$ cat config.mk
export PLATFORM = sky130hd
export DESIGN_NAME = uart_tx_fifo_flat
export DESIGN_NICKNAME = d
export VERILOG_FILES = /design/src/rtl/uart_tx_fifo_if.sv /design/src/rtl/uart_tx_fifo.sv /design/src/flat_wrapper.sv
export SDC_FILE = /design/constraint.sdc
export NUM_CORES = 1
export LEC_CHECK = 0
export BUFFER_PORTS_ARGS = -buffer_cell sky130_fd_sc_hd__buf_2
export CAP_MARGIN = 40
export CORE_MARGIN = 4
export CORE_UTILIZATION = 40
export CTS_BUF_LIST = sky130_fd_sc_hd__clkbuf_8 sky130_fd_sc_hd__clkbuf_16
export DETAILED_ROUTE_END_ITERATION = 10
export PLACE_DENSITY = 0.64
export REMOVE_ABC_BUFFERS = 1
export SLEW_MARGIN = 20
export SYNTH_ARGS = -nofsm -noshare
export SYNTH_HDL_FRONTEND = slang
export SYNTH_SLANG_ARGS = --single-unit
$ cat constraint.sdc
create_clock -name clk -period 9.21 [get_ports clk]
set_input_delay 1.842 -clock clk [delete_from_list [all_inputs] [get_ports clk]]
set_output_delay 1.842 -clock clk [all_outputs]
set_load 0.02 [all_outputs]
$ cat src/rtl/uart_tx_fifo_if.sv
// Handshake bundle between the execution stage and the UART transmitter.
// The master side writes bytes; the slave side reports back-pressure and the serial line.
interface uart_tx_fifo_if;
  logic        tx_we;
  logic [31:0] tx_data;
  logic        tx_full;
  logic        tx_busy;
  logic        txd;

  modport master (output tx_we, tx_data, input tx_full, tx_busy, txd);
  modport slave  (input tx_we, tx_data, output tx_full, tx_busy, txd);
endinterface

$ cat src/rtl/uart_tx_fifo.sv
// FIFO-buffered 8N1 UART transmitter. Queues the low byte of each accepted write and
// serialises frames back-to-back on a registered, idle-high txd line.
module uart_tx_fifo #(
  parameter int CLK_PER_BIT = 868,
  parameter int FIFO_AW     = 4
) (
  input  logic           clk,
  input  logic           rst,
  uart_tx_fifo_if.slave  tx_if
);
  localparam int DEPTH  = 1 << FIFO_AW;
  localparam int BAUD_W = (CLK_PER_BIT > 1) ? $clog2(CLK_PER_BIT) : 1;
  localparam logic [BAUD_W-1:0]  BAUD_LOAD  = BAUD_W'(CLK_PER_BIT - 1);
  localparam logic [FIFO_AW:0]   COUNT_FULL = (FIFO_AW + 1)'(DEPTH);
  localparam logic [FIFO_AW:0]   COUNT_ONE  = (FIFO_AW + 1)'(1);

  localparam logic [1:0] S_IDLE  = 2'd0;
  localparam logic [1:0] S_START = 2'd1;
  localparam logic [1:0] S_DATA  = 2'd2;
  localparam logic [1:0] S_STOP  = 2'd3;

  logic [7:0]         r_mem [DEPTH];
  logic [FIFO_AW-1:0] r_wr_ptr;
  logic [FIFO_AW-1:0] r_rd_ptr;
  logic [FIFO_AW:0]   r_count;
  logic [1:0]         r_state;
  logic [BAUD_W-1:0]  r_baud;
  logic [2:0]         r_bit_idx;
  logic [7:0]         r_shift;
  logic               r_txd;

  logic w_full;
  logic w_empty;
  logic w_baud_done;
  logic w_push;
  logic w_pop;
  logic w_unused_hi;

  assign w_full      = (r_count == COUNT_FULL);
  assign w_empty     = (r_count == '0);
  assign w_baud_done = (r_baud == '0);
  // Full is judged on the registered count, so a pop on the same edge never frees a slot early.
  assign w_push      = tx_if.tx_we & ~w_full;
  assign w_pop       = ~w_empty & ((r_state == S_IDLE) | ((r_state == S_STOP) & w_baud_done));
  assign w_unused_hi = |tx_if.tx_data[31:8];

  assign tx_if.tx_full = w_full;
  assign tx_if.tx_busy = (r_state != S_IDLE) | ~w_empty;
  assign tx_if.txd     = r_txd;

  // NOTE: the storage array has no reset; only pointers and count define its valid contents.
  always_ff @(posedge clk) begin
    if (w_push) r_mem[r_wr_ptr] <= tx_if.tx_data[7:0];
  end

  // NOTE: all sequential state uses non-blocking assignments so every register samples pre-edge values.
  always_ff @(posedge clk or posedge rst) begin
    if (rst) begin
      r_wr_ptr <= '0;
      r_rd_ptr <= '0;
      r_count  <= '0;
    end else begin
      if (w_push) r_wr_ptr <= r_wr_ptr + 1'b1;
      if (w_pop)  r_rd_ptr <= r_rd_ptr + 1'b1;
      case ({w_push, w_pop})
        2'b10:   r_count <= r_count + COUNT_ONE;
        2'b01:   r_count <= r_count - COUNT_ONE;
        default: r_count <= r_count;
      endcase
    end
  end

  always_ff @(posedge clk or posedge rst) begin
    if (rst) begin
      r_state   <= S_IDLE;
      r_baud    <= '0;
      r_bit_idx <= '0;
      r_shift   <= '0;
      r_txd     <= 1'b1;
    end else begin
      // txd trails the state by one cycle, which gives the two-edge write-to-start-bit latency.
      case (r_state)
        S_START: r_txd <= 1'b0;
        S_DATA:  r_txd <= r_shift[0];
        default: r_txd <= 1'b1;
      endcase

      case (r_state)
        S_IDLE: begin
          if (w_pop) begin
            r_shift <= r_mem[r_rd_ptr];
            r_baud  <= BAUD_LOAD;
            r_state <= S_START;
          end
        end
        S_START: begin
          if (w_baud_done) begin
            r_bit_idx <= '0;
            r_baud    <= BAUD_LOAD;
            r_state   <= S_DATA;
          end else begin
            r_baud <= r_baud - 1'b1;
          end
        end
        S_DATA: begin
          if (w_baud_done) begin
            r_baud  <= BAUD_LOAD;
            r_shift <= r_shift >> 1;
            if (r_bit_idx == 3'd7) r_state   <= S_STOP;
            else                   r_bit_idx <= r_bit_idx + 1'b1;
          end else begin
            r_baud <= r_baud - 1'b1;
          end
        end
        S_STOP: begin
          if (w_baud_done) begin
            if (w_pop) begin
              r_shift <= r_mem[r_rd_ptr];
              r_baud  <= BAUD_LOAD;
              r_state <= S_START;
            end else begin
              r_state <= S_IDLE;
            end
          end else begin
            r_baud <= r_baud - 1'b1;
          end
        end
        default: r_state <= S_IDLE;
      endcase
    end
  end
endmodule
$ cat src/flat_wrapper.sv
// flat-port wrapper written by rule: the top's interface ports become plain ports
module uart_tx_fifo_flat 
#(
  parameter int CLK_PER_BIT = 868,
  parameter int FIFO_AW     = 4
)
  (clk, rst, tx_if_tx_we, tx_if_tx_data, tx_if_tx_full, tx_if_tx_busy, tx_if_txd);
  uart_tx_fifo_if tx_if_i ();
  input  logic clk;
  input  logic rst;
  input wire logic [$bits(tx_if_i.tx_we)-1:0] tx_if_tx_we;
  input wire logic [$bits(tx_if_i.tx_data)-1:0] tx_if_tx_data;
  output wire logic [$bits(tx_if_i.tx_full)-1:0] tx_if_tx_full;
  output wire logic [$bits(tx_if_i.tx_busy)-1:0] tx_if_tx_busy;
  output wire logic [$bits(tx_if_i.txd)-1:0] tx_if_txd;
  assign tx_if_i.tx_we = tx_if_tx_we;
  assign tx_if_i.tx_data = tx_if_tx_data;
  assign tx_if_tx_full = tx_if_i.tx_full;
  assign tx_if_tx_busy = tx_if_i.tx_busy;
  assign tx_if_txd = tx_if_i.txd;
  uart_tx_fifo #(.CLK_PER_BIT(CLK_PER_BIT), .FIFO_AW(FIFO_AW)) u_core (.clk(clk), .rst(rst), .tx_if(tx_if_i));
endmodule
Yosys cells after proc, flatten, opt, wreduce, memory -nomap -nowiden
Memories as Yosys holds them, arrays and structs flattened.
Cells that the tools add are included.
{"block": "totals", "mem_count": 1, "ff_bits": 37, "inputBits": 35, "mem_bits_ro": 0, "latchBits": 0, "ramBits": 128, "out_inout_bits": 3}
{"block": "classes", "n_div": 0, "mux": 23, "bitwise_logic": 7, "n_shift": 0, "magnitude_cmp": 0, "add_sub_neg": 6, "reduce_logical": 11, "mul": 0, "n_eq_ne": 13}
{"memory": "u_core.r_mem", "words": 16, "word_bits": 8, "read_ports": 1, "rd_clocked_by_memory_dff": 0, "wr": 1, "line": "uart_tx_fifo.sv:22", "source": "logic [7:0] r_mem [DEPTH];"}
{"operator": "$mux W10", "n": 3}
{"operator": "$pmux W10 S3", "n": 1}
{"operator": "$mux W8", "n": 3}
{"operator": "$pmux W8 S3", "n": 1}
{"operator": "$logic_not A10 Y1", "n": 1}
{"operator": "$mux W2", "n": 5}
{"operator": "$ne A2 B1 Y1 const B", "n": 5}
{"operator": "$pmux W5 S2", "n": 1}
{"operator": "$sub A10 B1 Y10 const B", "n": 1}
{"operator": "$mux W3", "n": 3}
{"operator": "$add A4 B1 Y4 const B", "n": 2}
{"operator": "$pmux W2 S4", "n": 1}
{"operator": "$eq A2 B2 Y1 const B", "n": 3}
{"operator": "$pmux W3 S2", "n": 1}
{"operator": "$reduce_bool A2 Y1", "n": 3}
{"operator": "$add A5 B1 Y5 const B", "n": 1}
{"operator": "$eq A5 B5 Y1 const B", "n": 1}
{"operator": "$logic_not A5 Y1", "n": 1}
{"operator": "$reduce_and A5 Y1", "n": 1}
{"operator": "$sub A5 B1 Y5 const B", "n": 1}
{"operator": "$eq A2 B1 Y1 const B", "n": 2}
{"operator": "$reduce_and A4 Y1", "n": 1}
{"operator": "$add A3 B1 Y3 const B", "n": 1}
{"operator": "$and A1 B1 Y1", "n": 3}
{"operator": "10 further kinds", "n": 14}

Logic depth before layout (Yosys ltp)
{"block": "logic_depth", "word_depth": 7, "ltp_mapped": 16}

Worst setup path before layout
Ideal clock, no wire load.
{"block": "synth_path", "kind": "input port to flip-flop", "start": "input tx_if_tx_we", "end": "register u_core.r_count[4]", "setup_time_ns": 0.079, "path_stages": 12, "setup_slack_ns": 5.440, "t_arrival_ns": 3.691, "cell_sequence": "and2_1 clkbuf_1 inv_1 ha_1 clkbuf_1 xor2_1 ha_1 o21a_1 o21ai_0 nand3b_1 a21oi_1 xor2_1"}
{"block": "synth_between", "elab_chain_cells": 3}
{"element": "start: declaration", "line": "flat_wrapper.sv:11", "source": "input wire logic [$bits(tx_if_i.tx_we)-1:0] tx_if_tx_we;"}
{"element": "$and A1 B1 Y1 *", "line": "uart_tx_fifo.sv:43", "source": "assign w_push = tx_if.tx_we & ~w_full;"}
{"element": "$eq A2 B1 Y1 or $eq A2 B2 Y1 (tied branches)", "line": "uart_tx_fifo.sv:65", "source": "case ({w_push, w_pop})"}
{"element": "$pmux W5 S2 or $reduce_bool A2 Y1 (tied branches)"}
{"element": "end signal: assignment", "line": "uart_tx_fifo.sv:66", "source": "2'b10: r_count <= r_count + COUNT_ONE;"}
{"element": "end signal: assignment", "line": "uart_tx_fifo.sv:67", "source": "2'b01: r_count <= r_count - COUNT_ONE;"}
{"element": "end signal: assignment", "line": "uart_tx_fifo.sv:68", "source": "default: r_count <= r_count;"}
{"element": "end: declaration", "line": "uart_tx_fifo.sv:25", "source": "logic [FIFO_AW:0] r_count;"}
Mark *: on every way between the ends. The rest lies on a longest branch, timed or not.
A chain may end at the register's enable or synchronous reset.

Final worst setup path
{"block": "layout_path", "start": "register u_core.r_count[1]", "end": "output tx_if_tx_busy"}
{"block": "layout_between", "elab_chain_cells": 3}
{"element": "$logic_not A5 Y1", "line": "uart_tx_fifo.sv:40", "source": "assign w_empty = (r_count == '0);"}
{"element": "$not A1 Y1", "line": "uart_tx_fifo.sv:48", "source": "assign tx_if.tx_busy = (r_state != S_IDLE) | ~w_empty;"}
{"element": "$or A1 B1 Y1", "line": "uart_tx_fifo.sv:48"}
{"element": "end: declaration", "line": "flat_wrapper.sv:14", "source": "output wire logic [$bits(tx_if_i.tx_busy)-1:0] tx_if_tx_busy;"}
Every way passes these cells.

==> flow_metrics.tcl <==
set metrics [dict create \
    outcome "finished, final reports clean" \
    cts_buffer_depth 2 \
    clock_skew_ns 0.008794 \
    synth_simple_gate_area_share_pct 6.529 \
    yosysWarnings 0 \
    die_w_um 141.9 \
    grt_use_total_pct 14.53 \
    post_cts_buffers 0 \
    die_h_um 141.9 \
    pre_cts_ws_ns 5.203 \
    yosys.area.top_type "edfxtp_1" \
    leakagePower_nw 2.800 \
    ys_ff_latch 165 \
    critPathSlowestCell "or4_1" \
    cp.depth 4 \
    finalCritPeriodShare_pct 41.04 \
    nNetsFinal 526 \
    tightest_slew_ns 0.7663 \
    grt_max_degree 38 \
    clock_sinks 165 \
    synth_top_cells_by_area "edfxtp_1 (54%), dfrtp_1 (13%), mux4_2 (10%)" \
    synthMuxAreaShare_pct 10.53 \
    synthArstFlopShare_pct 22.42 \
    finalSetupTns_ns 0 \
    fillerInstances 1528 \
    synth_top_family_by_area "multiplexers" \
    clk_latency_ns 0.42 \
    worstSetupStartpointType "register" \
    drt_first_iter_violations 270 \
    finalSetupViolCount 0 \
    numCtsBuffers 17 \
    syn_to_final_growth_pct 12.97 \
    grt_pass1_wl_mm 22.02 \
    synth-edff-count 128 \
    vdd_drop_max_uv 170.1 \
    synthXorXnorAreaFrac_pct 1.693 \
    worst_slack_ns 5.430 \
    r2r_cells 12 \
    root_buffer "clkbuf_16" \
    yosysTopAreaCellShare_pct 53.63 \
    power_density_nw_per_um2 333.9 \
    routed_wl_mm 13.87 \
    dp_hpwl_mm 8.649 \
    worst-setup-path-type "register to primary output" \
    initial_core_util_pct 41.15 \
    hold_viol 0 \
    worstPathCellList "or4_1 > nor2_1 > nand2_1 > buf_2" \
    rr_endpoint "u_core.r_count[4]" \
    synth.most_common_cell "edfxtp_1" \
    grt_antenna_before_repair 0 \
    ys.flop_type "edfxtp_1" \
    portBuffers 13 \
    dieArea_um2 20120 \
    relSlewSlack_pct 48.72 \
    synth_compound_area_share_pct 9.375 \
    clkTransAtPathRegs_ns 0.07 \
    fin_crit_ns 3.780 \
    ctsResizeCount 0 \
    synth.avg_cell_area_um2 15.79 \
    n_antenna_cell 0 \
    synth_common_cells "edfxtp_1 (128), dfrtp_1 (36), mux4_2 (32), nor2_1 (32), a21oi_1 (30)" \
    synthAdderAreaFrac_pct 3.142 \
    max_freq_mhz 264.6 \
    drv_cap 0 \
    netlist_instances 454 \
    reg2reg_from "u_core.r_baud[0]" \
    synth-seq-area-share_pct 66.57 \
    cts_tree "done" \
    vias_per_cell 5.432 \
    critPathTopFamily "simple AND/OR/NAND/NOR gates" \
    whs_ns 0.5186 \
    arrival_ns 1.94 \
    post-route-drc-count 0 \
    cts_max_level 4 \
    min_path_type "register to register" \
    first_pass_iters 4 \
    path_buf_inv 1 \
    rsz0062_at_grt "no" \
    num_io_pins 38 \
    crit_path_end_kind "primary output" \
    holdBufCountCts 0 \
    num_vias 3862 \
    max_stage_delay_ns 0.56 \
    grt-ovfl-total 0 \
    cp.required_ns 7.37 \
    critPathMaxFanout 9 \
    cp-startpoint "u_core.r_count[1]" \
    grt_pass1_vias 3930 \
    drive_gt1_share_pct 22.84 \
    wl_per_cell_um 19.51 \
    routabilityCongestion 0.7439 \
    synth_cell_types 58 \
    ff2ff_setup_slack_ns 5.71 \
    rows 48 \
    synth_area_um2 7167 \
    slew_violations 0 \
    core_um2 17420 \
    endpoint "tx_if_tx_busy" \
    ant_nets 0 \
]
## cells by family (layout without fill, tap and decap cells)
family | after synthesis | count (layout)
XOR/XNOR | 13 | 13
adder cells (fa/ha/maj) | 18 | 18
AO/OA/AOI/OAI | 98 | 98
flip-flops | 165 | 165
AND/OR/NAND/NOR | 90 | 90
buffers and inverters | 35 | 67
multiplexers | 35 | 35
## placed cells by master (no fill, tap or decap), drive strengths merged, types with 3 or more instances in the layout
cell,count
nand2b,5
inv,18
ha,18
clkinvlp,3
nor2b,4
nand2,17
and2,3
clkinv,3
o21ai,15
xnor2,5
a211oi,3
o31ai,3
edfxtp,128
mux4,32
dfrtp,36
clkbuf,17
a22oi,20
a21oi,33
nor2,35
o22a,4
xor2,8
buf,25
nor3,12
mux2,3
nand3b,3
## routing by layer
metal	track usage [%]	share of wire [%]
met5	0	0
met3	3.472	4.4
met1	20.00	44
met2	23.27	51
met4	4.040	0.76
## metrics by stage
stage / std cells / power (W) / area [um2] / util, %
after floorplan: 429 / 0.001757 / 7049 / -
after global placement: 674 / 0.001963 / 7450 / 42.77
after detailed placement: 674 / 0.002003 / 7450 / 42.77
after CTS: 706 / 0.002723 / 8059 / 46.27
after global routing: 711 / 0.002872 / 8097 / 46.49
final: 711 / 0.002703 / 8097 / 46.49
## flip-flops by register name (all words and copies together), names as in the netlist
name	count
u_core.r_mem	128
u_core.r_baud	10
u_core.r_shift	8
u_core.r_count	5
u_core.r_rd_ptr	4
u_core.r_wr_ptr	4
u_core.r_bit_idx	3
u_core.r_state	2
u_core.tx_if.txd	1
## layout make-up
cell class / count / area (um2) / area share (%)
well taps: 225 / 281.5 / 3.477
clock inverters: 15 / 183.9 / 2.272
multi-input cells: 254 / 2241 / 27.68
clock buffers: 17 / 425.4 / 5.254
repair buffers: 25 / 155.1 / 1.916
flip-flops and latches: 165 / 4772 / 58.94
inverters: 10 / 37.54 / 0.4636
## worst min-delay path by stage
stage                                  from                 to  slack [ns]  cells after the start
after floorplan           u_core.r_shift[0]   u_core.tx_if.txd        0.47                      1
after global placement    u_core.r_shift[0]   u_core.tx_if.txd        0.49                      1
after detailed placement  u_core.r_shift[0]   u_core.tx_if.txd        0.50                      1
after CTS                 u_core.r_shift[7]  u_core.r_shift[7]        0.52                      1
after global routing      u_core.r_shift[0]   u_core.tx_if.txd        0.53                      1
final                     u_core.r_shift[0]   u_core.tx_if.txd        0.52                      1
## power by group
part	leakage [nW]	internal (W)	switching (W)
clock	0.289	0.000390	0.000325
sequential	1.60	0.000944	0.000102
combinational	0.910	0.000408	0.000534
total	2.80	0.00174	0.000961
(Power assumes the default switching activity.)
